$ cat src/rtl/ifetch_if.sv
// Instruction-memory read handshake between the fetch stage (master) and imem (slave).
// Signal suffixes are from the fetch stage's point of view.
interface ifetch_if;
  localparam int unsigned XLEN = 32;

  logic            imem_read_v_o;
  logic [XLEN-1:0] imem_addr_o;
  logic            imem_resp_v_i;
  logic [XLEN-1:0] imem_data_i;

  modport master (
    output imem_read_v_o,
    output imem_addr_o,
    input  imem_resp_v_i,
    input  imem_data_i
  );

  modport slave (
    input  imem_read_v_o,
    input  imem_addr_o,
    output imem_resp_v_i,
    output imem_data_i
  );
endinterface

$ cat src/rtl/ifetch.sv
// Instruction-fetch stage: owns the PC, issues single-outstanding imem reads, fills the F/D register.
// Optional performance counters are enabled with `define RVGA_IFETCH_PERF_EN.
module ifetch #(
  parameter logic [31:0] RESET_PC  = 32'h0000_0000,
  parameter logic [31:0] NOP_INSTR = 32'h0000_0013
) (
  input  logic        clk_i,
  input  logic        reset_i,
  ifetch_if.master    imem,
  input  logic        stall_v_i,
  input  logic        bubble_v_i,
  input  logic        redir_v_i,
  input  logic [31:0] redir_pc_i,
  output logic        instr_v_o,
  output logic [31:0] instr_o,
  output logic [31:0] pc_o
`ifdef RVGA_IFETCH_PERF_EN
  ,
  output logic [31:0] fetch_count_o,
  output logic [31:0] stall_count_o
`endif
);
  localparam int unsigned XLEN = 32;

  typedef enum logic [1:0] {WAIT, FETCH, HOLD, KILL} state_e;

  state_e          state_q;
  logic [XLEN-1:0] pc_q;
  logic [XLEN-1:0] addr_q;
  logic [XLEN-1:0] buf_instr_q;
  logic [XLEN-1:0] buf_pc_q;
  logic            instr_v_q;
  logic [XLEN-1:0] instr_q;
  logic [XLEN-1:0] instr_pc_q;

  logic [XLEN-1:0] pc_plus4_c;
  logic [XLEN-1:0] redir_target_c;
  logic            resp_c;
  logic            deliver_c;

  assign pc_plus4_c     = pc_q + XLEN'(4);
  assign redir_target_c = redir_pc_i & ~XLEN'(3);
  assign resp_c         = imem.imem_resp_v_i;
  assign deliver_c      = !redir_v_i && !stall_v_i &&
                          ((state_q == FETCH && resp_c && !bubble_v_i) || state_q == HOLD);

  // addr_q only moves when a new request is launched, so it stays put across KILL.
  assign imem.imem_read_v_o = (state_q == FETCH) || (state_q == KILL);
  assign imem.imem_addr_o   = addr_q;
  assign instr_v_o          = instr_v_q;
  assign instr_o            = instr_q;
  assign pc_o               = instr_pc_q;

  always_ff @(posedge clk_i) begin
    if (reset_i) begin
      state_q     <= WAIT;
      pc_q        <= RESET_PC;
      addr_q      <= RESET_PC;
      buf_instr_q <= '0;
      buf_pc_q    <= '0;
      instr_v_q   <= 1'b0;
      instr_q     <= NOP_INSTR;
      instr_pc_q  <= '0;
    end else if (redir_v_i) begin
      // A redirect overrides stall and any same-cycle response.
      pc_q        <= redir_target_c;
      instr_v_q   <= 1'b0;
      buf_instr_q <= '0;
      buf_pc_q    <= '0;
      state_q     <= ((state_q == FETCH || state_q == KILL) && !resp_c) ? KILL : WAIT;
    end else begin
      if (!stall_v_i) instr_v_q <= 1'b0;
      case (state_q)
        WAIT: begin
          if (!bubble_v_i) begin
            state_q <= FETCH;
            addr_q  <= pc_q;
          end
        end
        FETCH: begin
          if (resp_c) begin
            if (bubble_v_i) begin
              state_q <= WAIT;
            end else if (!stall_v_i) begin
              instr_v_q  <= 1'b1;
              instr_q    <= imem.imem_data_i;
              instr_pc_q <= pc_q;
              pc_q       <= pc_plus4_c;
              addr_q     <= pc_plus4_c;
            end else begin
              buf_instr_q <= imem.imem_data_i;
              buf_pc_q    <= pc_q;
              pc_q        <= pc_plus4_c;
              state_q     <= HOLD;
            end
          end
        end
        HOLD: begin
          if (!stall_v_i) begin
            instr_v_q  <= 1'b1;
            instr_q    <= buf_instr_q;
            instr_pc_q <= buf_pc_q;
            addr_q     <= pc_q;
            state_q    <= bubble_v_i ? WAIT : FETCH;
          end
        end
        KILL: begin
          if (resp_c) state_q <= WAIT;
        end
        default: state_q <= WAIT;
      endcase
    end
  end

`ifdef RVGA_IFETCH_PERF_EN
  logic [XLEN-1:0] fetch_count_q;
  logic [XLEN-1:0] stall_count_q;

  assign fetch_count_o = fetch_count_q;
  assign stall_count_o = stall_count_q;

  always_ff @(posedge clk_i) begin
    if (reset_i) begin
      fetch_count_q <= '0;
      stall_count_q <= '0;
    end else begin
      if (deliver_c) fetch_count_q <= fetch_count_q + XLEN'(1);
      if (stall_v_i) stall_count_q <= stall_count_q + XLEN'(1);
    end
  end
`endif
endmodule

$ cat src/flat_wrapper.sv
// flat-port wrapper written by rule: the top's interface ports become plain ports
module ifetch_flat 
#(
  parameter logic [31:0] RESET_PC  = 32'h0000_0000,
  parameter logic [31:0] NOP_INSTR = 32'h0000_0013
)
  (clk_i, reset_i, stall_v_i, bubble_v_i, redir_v_i, redir_pc_i, instr_v_o, instr_o, pc_o, imem_imem_read_v_o, imem_imem_addr_o, imem_imem_resp_v_i, imem_imem_data_i);
  ifetch_if imem_i ();
  input  logic clk_i;
  input  logic reset_i;
  input  logic stall_v_i;
  input  logic bubble_v_i;
  input  logic redir_v_i;
  input  logic [31:0] redir_pc_i;
  output logic instr_v_o;
  output logic [31:0] instr_o;
  output logic [31:0] pc_o;
  output wire logic [$bits(imem_i.imem_read_v_o)-1:0] imem_imem_read_v_o;
  output wire logic [$bits(imem_i.imem_addr_o)-1:0] imem_imem_addr_o;
  input wire logic [$bits(imem_i.imem_resp_v_i)-1:0] imem_imem_resp_v_i;
  input wire logic [$bits(imem_i.imem_data_i)-1:0] imem_imem_data_i;
  assign imem_imem_read_v_o = imem_i.imem_read_v_o;
  assign imem_imem_addr_o = imem_i.imem_addr_o;
  assign imem_i.imem_resp_v_i = imem_imem_resp_v_i;
  assign imem_i.imem_data_i = imem_imem_data_i;
  ifetch #(.RESET_PC(RESET_PC), .NOP_INSTR(NOP_INSTR)) u_core (.clk_i(clk_i), .reset_i(reset_i), .imem(imem_i), .stall_v_i(stall_v_i), .bubble_v_i(bubble_v_i), .redir_v_i(redir_v_i), .redir_pc_i(redir_pc_i), .instr_v_o(instr_v_o), .instr_o(instr_o), .pc_o(pc_o));
endmodule
$ cat config.mk
export PLATFORM = sky130hd
export DESIGN_NAME = ifetch_flat
export DESIGN_NICKNAME = d
export VERILOG_FILES = /design/src/rtl/ifetch_if.sv /design/src/rtl/ifetch.sv /design/src/flat_wrapper.sv
export SDC_FILE = /design/constraint.sdc
export NUM_CORES = 1
export LEC_CHECK = 0
export BUFFER_PORTS_ARGS = -buffer_cell sky130_fd_sc_hd__buf_4
export CORE_MARGIN = 2
export CORE_UTILIZATION = 52
export DETAILED_ROUTE_END_ITERATION = 10
export GPL_TIMING_DRIVEN = 0
export PLACE_DENSITY = 0.78
export SYNTH_ARGS = -nofsm -noshare
export SYNTH_HDL_FRONTEND = slang
export SYNTH_SLANG_ARGS = --single-unit
$ cat constraint.sdc
create_clock -name clk_i -period 2.6 [get_ports clk_i]
set_input_delay 0.26 -clock clk_i [delete_from_list [all_inputs] [get_ports clk_i]]
set_output_delay 0.26 -clock clk_i [all_outputs]
set_load 0.02 [all_outputs]
==> summary.txt, run 1 <==
status: finished clean
buffers added on ports: 159
Final setup viols: 0
GRT overflow: 0
worst slew pin tran: 0.815 ns
Pint: 0.00498 W
CTS tree: done
final core utilization: 67.0%
GR Util All Layers: 28.1%
relative slew slack: 45.6%
Site Rows: 46
share of cells above drive strength 1: 21.0%
antenna violations before repair: 0
CTS buffer count: 17
Clock transition at path regs: 0.07 ns
Overall Power: 0.00682 W
logic gate share of total power: 15.7%
H-tree depth: 4
via count: 8237
Inst Count DP: 1388
core area: 16000 µm²
pwr dens: 636 nW/µm²
Post-synth EDFFs: 0
total net switching power: 0.00184 W
post-route clock period utilization: 96.9%
First DRT Iteration DRCs: 947
Final Hold Vio Count: 0
Placer Congestion: 0.925
die area: 17500 µm²
vias in the first global route: 7368
area share of the largest cell type after synthesis: 43.7%
Die W: 132 µm
synthesis-to-layout area growth: 25.1%
synthesized area per cell: 8.49 µm²
maximum VDD drop: 0.518 mV
Finished Layout Cells: 1421
DR vias/cell: 5.80
largest area contributor in the netlist: dfxtp_1
crit path capture type: flip-flop
Max Root-Sink Buffers: 2
Synth async-reset ratio: 0%
Clk pwr share: 38.8%
max-slew violations: 0
Leakage: 3.75 nW
worst-path fanout max: 16
first-pass GRT wire length: 39.4 mm
Net Sw Frac: 27.0%
crit start category: flip-flop
Hold Worst Slack: 0.0781 ns
largest net degree at the start of global routing: 17
Final WS setup: 0.0807 ns
post-DR wirelength/cell: 17.8 µm
Syn Inst Count: 1010
Max-Cap Viols: 0
Max Clock Freq: 397 MHz
minimum clock period: 2.52 ns
Inserted Diodes: 0
Final nets: 1268
Worst Hold Class: in -> reg
Distinct cells, synth: 59
DRC violations left: 0
Required @ worst endpoint: 2.95 ns
starting density of the core: 53.6%
Seq/Total Area, Yosys: 43.7%
skew final: 0.00720 ns
critical path class: reg -> reg
Ys Warns: 0
Area contributors post-synth: dfxtp_1 44%, mux2i_1 7.5%, a211oi_1 7.0%
DRT antenna net count: 0
root buf cell: clkbuf_16
clk_lat worst skew: 0.44 ns
Place WS: -0.425 ns
Routed WL: 25.4 mm
#FFs+latches synth: 187
ys flop type: dfxtp_1
Layout fillers: 1376
CP Data Arrival Time: 2.87 ns
Num Clock Sinks: 187
DRT Pass-1 Iters: 6
Netlist Area Pre-Place: 8570 µm²
Top Ports: 168
Die Ht: 132 µm
HPWL after DPL: 17.8 mm
sequential power share: 45.4%
-- power by group through the flow --
stage	Clock [W]	Combinational (W)	Sequential, W
finish	0.00265	0.00107	0.00310
global route	0.00280	0.00116	0.00311
CTS	0.00267	0.00106	0.00310
detailed placement	0	0.00104	0.00316
global placement	0	0.00103	0.00316
floorplan	0	0.000498	0.00327
-- worst max-delay path, cell delays in order, from the launching register on --
cell and delay, ns:
dfxtp_1 0.35, inv_2 0.10, ha_1 0.14, buf_4 0.19, inv_1 0.20, or4_4 0.70
or4_1 0.51, a311oi_1 0.25
-- cell usage in the layout (no fill, tap or decap), types with 10 or more instances in the layout --
| cell | Yosys | layout |
|---|---|---|
| mux2i_1 | 64 | 64 |
| or3_1 | 16 | 16 |
| o31ai_1 | 18 | 18 |
| buf_2 | 21 | 22 |
| xnor2_1 | 16 | 16 |
| buf_4 | 9 | 172 |
| nor2_1 | 108 | 108 |
| clkbuf_1 | 72 | 62 |
| or4_1 | 21 | 20 |
| nor4_1 | 10 | 10 |
| a21oi_1 | 67 | 67 |
| a211oi_1 | 80 | 80 |
| inv_1 | 12 | 11 |
| clkbuf_16 | 0 | 17 |
| a311oi_1 | 27 | 27 |
| o21ai_0 | 19 | 19 |
| nand2_1 | 151 | 151 |
| nand3_1 | 15 | 13 |
| dfxtp_1 | 187 | 187 |
-- state kept, by name, indices dropped and copies added (netlist names) --
| register | flops |
|---|---|
| u_core.instr_o | 32 |
| u_core.buf_instr_q | 32 |
| u_core.pc_o | 30 |
| u_core.state_q | 2 |
| u_core.instr_v_o | 1 |
| u_core.imem.imem_addr_o | 30 |
| u_core.buf_pc_q | 30 |
| u_core.pc_q | 30 |
-- logic make-up (layout without fill, tap and decap cells) --
group,after synthesis,in the layout,share of synthesized area (%)
xor+xnor,21,21,2.15
buf+inv,119,311,5.93
fa+ha+maj,6,6,0.876
other cells,1,4,0.0438
compound gates,240,240,19.4
mux,67,67,7.87
flops,187,187,43.7
simple gates,369,369,20.0
-- Yosys cell counts, types with 15 or more instances --
master	instances
or4_1	21
a21oi_1	67
o21ai_0	19
buf_2	21
o31ai_1	18
nor2_1	108
dfxtp_1	187
mux2i_1	64
a211oi_1	80
clkbuf_1	72
xnor2_1	16
a311oi_1	27
nand3_1	15
or3_1	16
nand2_1	151
-- layer usage --
metal	GRT usage, %	vias up	part of all wire [%]
met5	0	-	0
met4	10.3	0	2.6
met3	7.30	51	9.7
met2	44.4	392	46
met1	37.2	3821	41
li1	-	3973	-
-- layout make-up --
class	count	area, µm²	share of cell area, %
Multi-Input combinational cell	707	4370	40.7
Sequential cell	187	3740	34.9
Timing Repair Buffer	163	1220	11.4
Buffer	104	475	4.44
Clock buffer	21	450	4.20
Tap cell	216	270	2.52
Clock inverter	11	145	1.35
Inverter	12	45.0	0.420
-- path summary, 6_finish.rpt --
path	start	to	slack [ns]	depth (start not counted)
worst min register to register	u_core.buf_instr_q[11]	u_core.buf_instr_q[11]	0.45	2
worst max register to register	u_core.state_q[1]	u_core.imem.imem_addr_o[31]	0.08	7
worst max-delay path	u_core.state_q[1]	u_core.imem.imem_addr_o[31]	0.08	7
worst min-delay path	imem_imem_data_i[27]	u_core.buf_instr_q[27]	0.08	3
-- metrics by stage --
step | cell area, µm² | setup TNS (ns)
after floorplan | 8580 | 0
after global placement | 10000 | -13.85
after detailed placement | 10000 | -16.70
after CTS | 10700 | 0
after global routing | 10700 | -0.0105
final | 10700 | 0
-- what timing repair did --
item                                   in CTS  in global routing
setup buffers                               0                  4
gates resized for setup                    11                 14
pin swaps                                   0                  1
gates cloned                                0                  0
endpoints found under the hold margin       0                  0
hold buffers                                0                  0
setup endpoints to repair                 119                107
No activity file was read; power rests on OpenSTA's default activity.
==> inputs of run 2 (changes only) <==
CORE_MARGIN = 5   (was 2)
==> summary.txt, run 2 (synthesized netlist as in run 1, its figures left out) <==
status: finished clean
CP Data Arrival Time: 2.82 ns (-0.05 ns)
worst-path fanout max: 10 (-6)
skew final: 0.00871 ns (+0.00151 ns)
hold-fix buffers at CTS: 0 (unchanged)
vias in the first global route: 7574 (+2.8%)
root buf cell: clkbuf_16
Inst Count DP: 1392 (+0.29%)
DRT met1 WL: 10.6 mm (+0.84%)
antenna violations before repair: 0 (unchanged)
first-pass GRT wire length: 39.9 mm (+1.1%)
Clock transition at path regs: 0.07 ns (about the same)
largest net degree at the start of global routing: 17 (unchanged)
Hold Worst Slack: 0.0690 ns (-0.00910 ns)
CTS buffer count: 17 (unchanged)
Max Root-Sink Buffers: 2 (unchanged)
Final Hold Vio Count: 0 (unchanged)
crit path capture type: flip-flop
Leakage: 3.70 nW (-1.2%)
GR Util All Layers: 25.6% (-2.5 points)
Max Clock Freq: 405 MHz (+1.9%)
Num Clock Sinks: 187 (unchanged)
Required @ worst endpoint: 2.95 ns (about the same)
via count: 8172 (-0.79%)
Finished Layout Cells: 1423 (+0.14%)
Top Metal Used: met4
critical path class: reg -> reg
H-tree depth: 4 (unchanged)
leading cell type in the layout, fill and taps excluded: dfxtp_1
GRT overflow: 0 (unchanged)
reg-to-reg setup timing slack: 0.13 ns (+0.05 ns)
die area: 19100 µm² (+9.3%)
max-slew violations: 0 (unchanged)
Die Ht: 138 µm (+4.5%)
Final setup viols: 0 (unchanged)
Die W: 138 µm (+4.5%)
met3 WL post-DR: 2.72 mm (+10%)
minimum clock period: 2.47 ns (-0.0473 ns)
setup TNS: 0 ns (unchanged)
Placer Congestion: 0.913 (-1.3%)
maximum VDD drop: 0.459 mV (-11%)
starting density of the core: 52.4% (-1.1 points)
core area: 16300 µm² (+2.2%)
Top Ports: 168 (unchanged)
share of cells above drive strength 1: 20.9% (-0.048 points)
First DRT Iteration DRCs: 812 (-14%)
RSZ-0062 raised after global routing: no
pwr dens: 617 nW/µm² (-3.1%)
DRT Pass-1 Iters: 8 (+2)
crit start category: flip-flop
CTS tree: done
relative slew slack: 48.5% (+2.8 points)
clk_lat worst skew: 0.44 ns (about the same)
Final nets: 1267 (-0.079%)
Max-Cap Viols: 0 (unchanged)
Worst Hold Class: in -> reg
Inserted Diodes: 0 (unchanged)
DR vias/cell: 5.74 (-0.93%)
HPWL after DPL: 18.4 mm (+3.1%)
most frequent cells in the layout: 187 x dfxtp_1, 171 x buf_4, 151 x nand2_1, 108 x nor2_1, 80 x a211oi_1
post-route clock period utilization: 95.1% (-1.8 points)
DRT antenna net count: 0 (unchanged)
post-DR wirelength/cell: 18.1 µm (+1.5%)
Routed WL: 25.8 mm (+1.7%)
Overall Power: 0.00657 W (-3.7%)
buffers added on ports: 159 (unchanged)
synthesis-to-layout area growth: 24.3%
worst slew pin tran: 0.773 ns (-0.0424 ns)
Site Rows: 47 (+2.2%)
met2 routed WL: 11.7 mm (-0.13%)
DRC violations left: 0 (unchanged)
run 2: timing repair:
action | in CTS | in global routing
setup endpoints to repair | 136 | 152
setup buffers | 0 | 3
gates resized for setup | 7 | 21
pin swaps | 0 | 3
cloned | 0 | 0
run 2: metal layers:
metal	track usage, %	vias to the layer above
met1	32.8	3768
met3	8.84	55
met5	0	-
met2	40.1	383
met4	9.78	0
li1	-	3966
run 2: final timing paths:
check,startpoint,to,cells after the start
hold reg to reg,u_core.buf_instr_q[30],u_core.buf_instr_q[30],2
setup reg to reg,u_core.state_q[0],u_core.pc_o[26],6
setup / recovery,u_core.state_q[0],u_core.pc_o[26],6
hold / removal,redir_pc_i[4],u_core.pc_q[4],3
run 2: layout make-up:
type	instances	area, µm²
Inverter	12	45.0
Sequential cell	187	3740
Buffer	104	474
Tap cell	220	275
Multi-Input combinational cell	707	4370
Clock buffer	22	464
Fill cell	1446	5690
Timing Repair Buffer	162	1220
Clock inverter	9	68.8
run 2: power breakdown:
| part | switching [W] | total (W) | internal [W] |
|---|---|---|---|
| logic | 0.000637 | 0.00107 | 0.000430 |
| registers | 0.0000910 | 0.00310 | 0.00301 |
| clock network | 0.00113 | 0.00240 | 0.00127 |
run 2: metrics by stage:
step	utilization [%]	setup slack, ns	area [µm²]
4_1_cts	64.8	0.00190	10600
5_1_grt	65.2	0.00476	10700
6_report	65.2	0.128	10700
3_5_place_dp	61.5	-0.376	10100
2_1_floorplan	-	0.386	8580
3_3_place_gp	61.5	-0.336	10100
run 2: critical path: stages (launching register included):
cell	delay, ns
dfxtp_1	0.35
inv_1	0.12
ha_1	0.22
buf_1	0.58
clkbuf_1	0.65
mux2i_1	0.19
a211oi_1	0.27
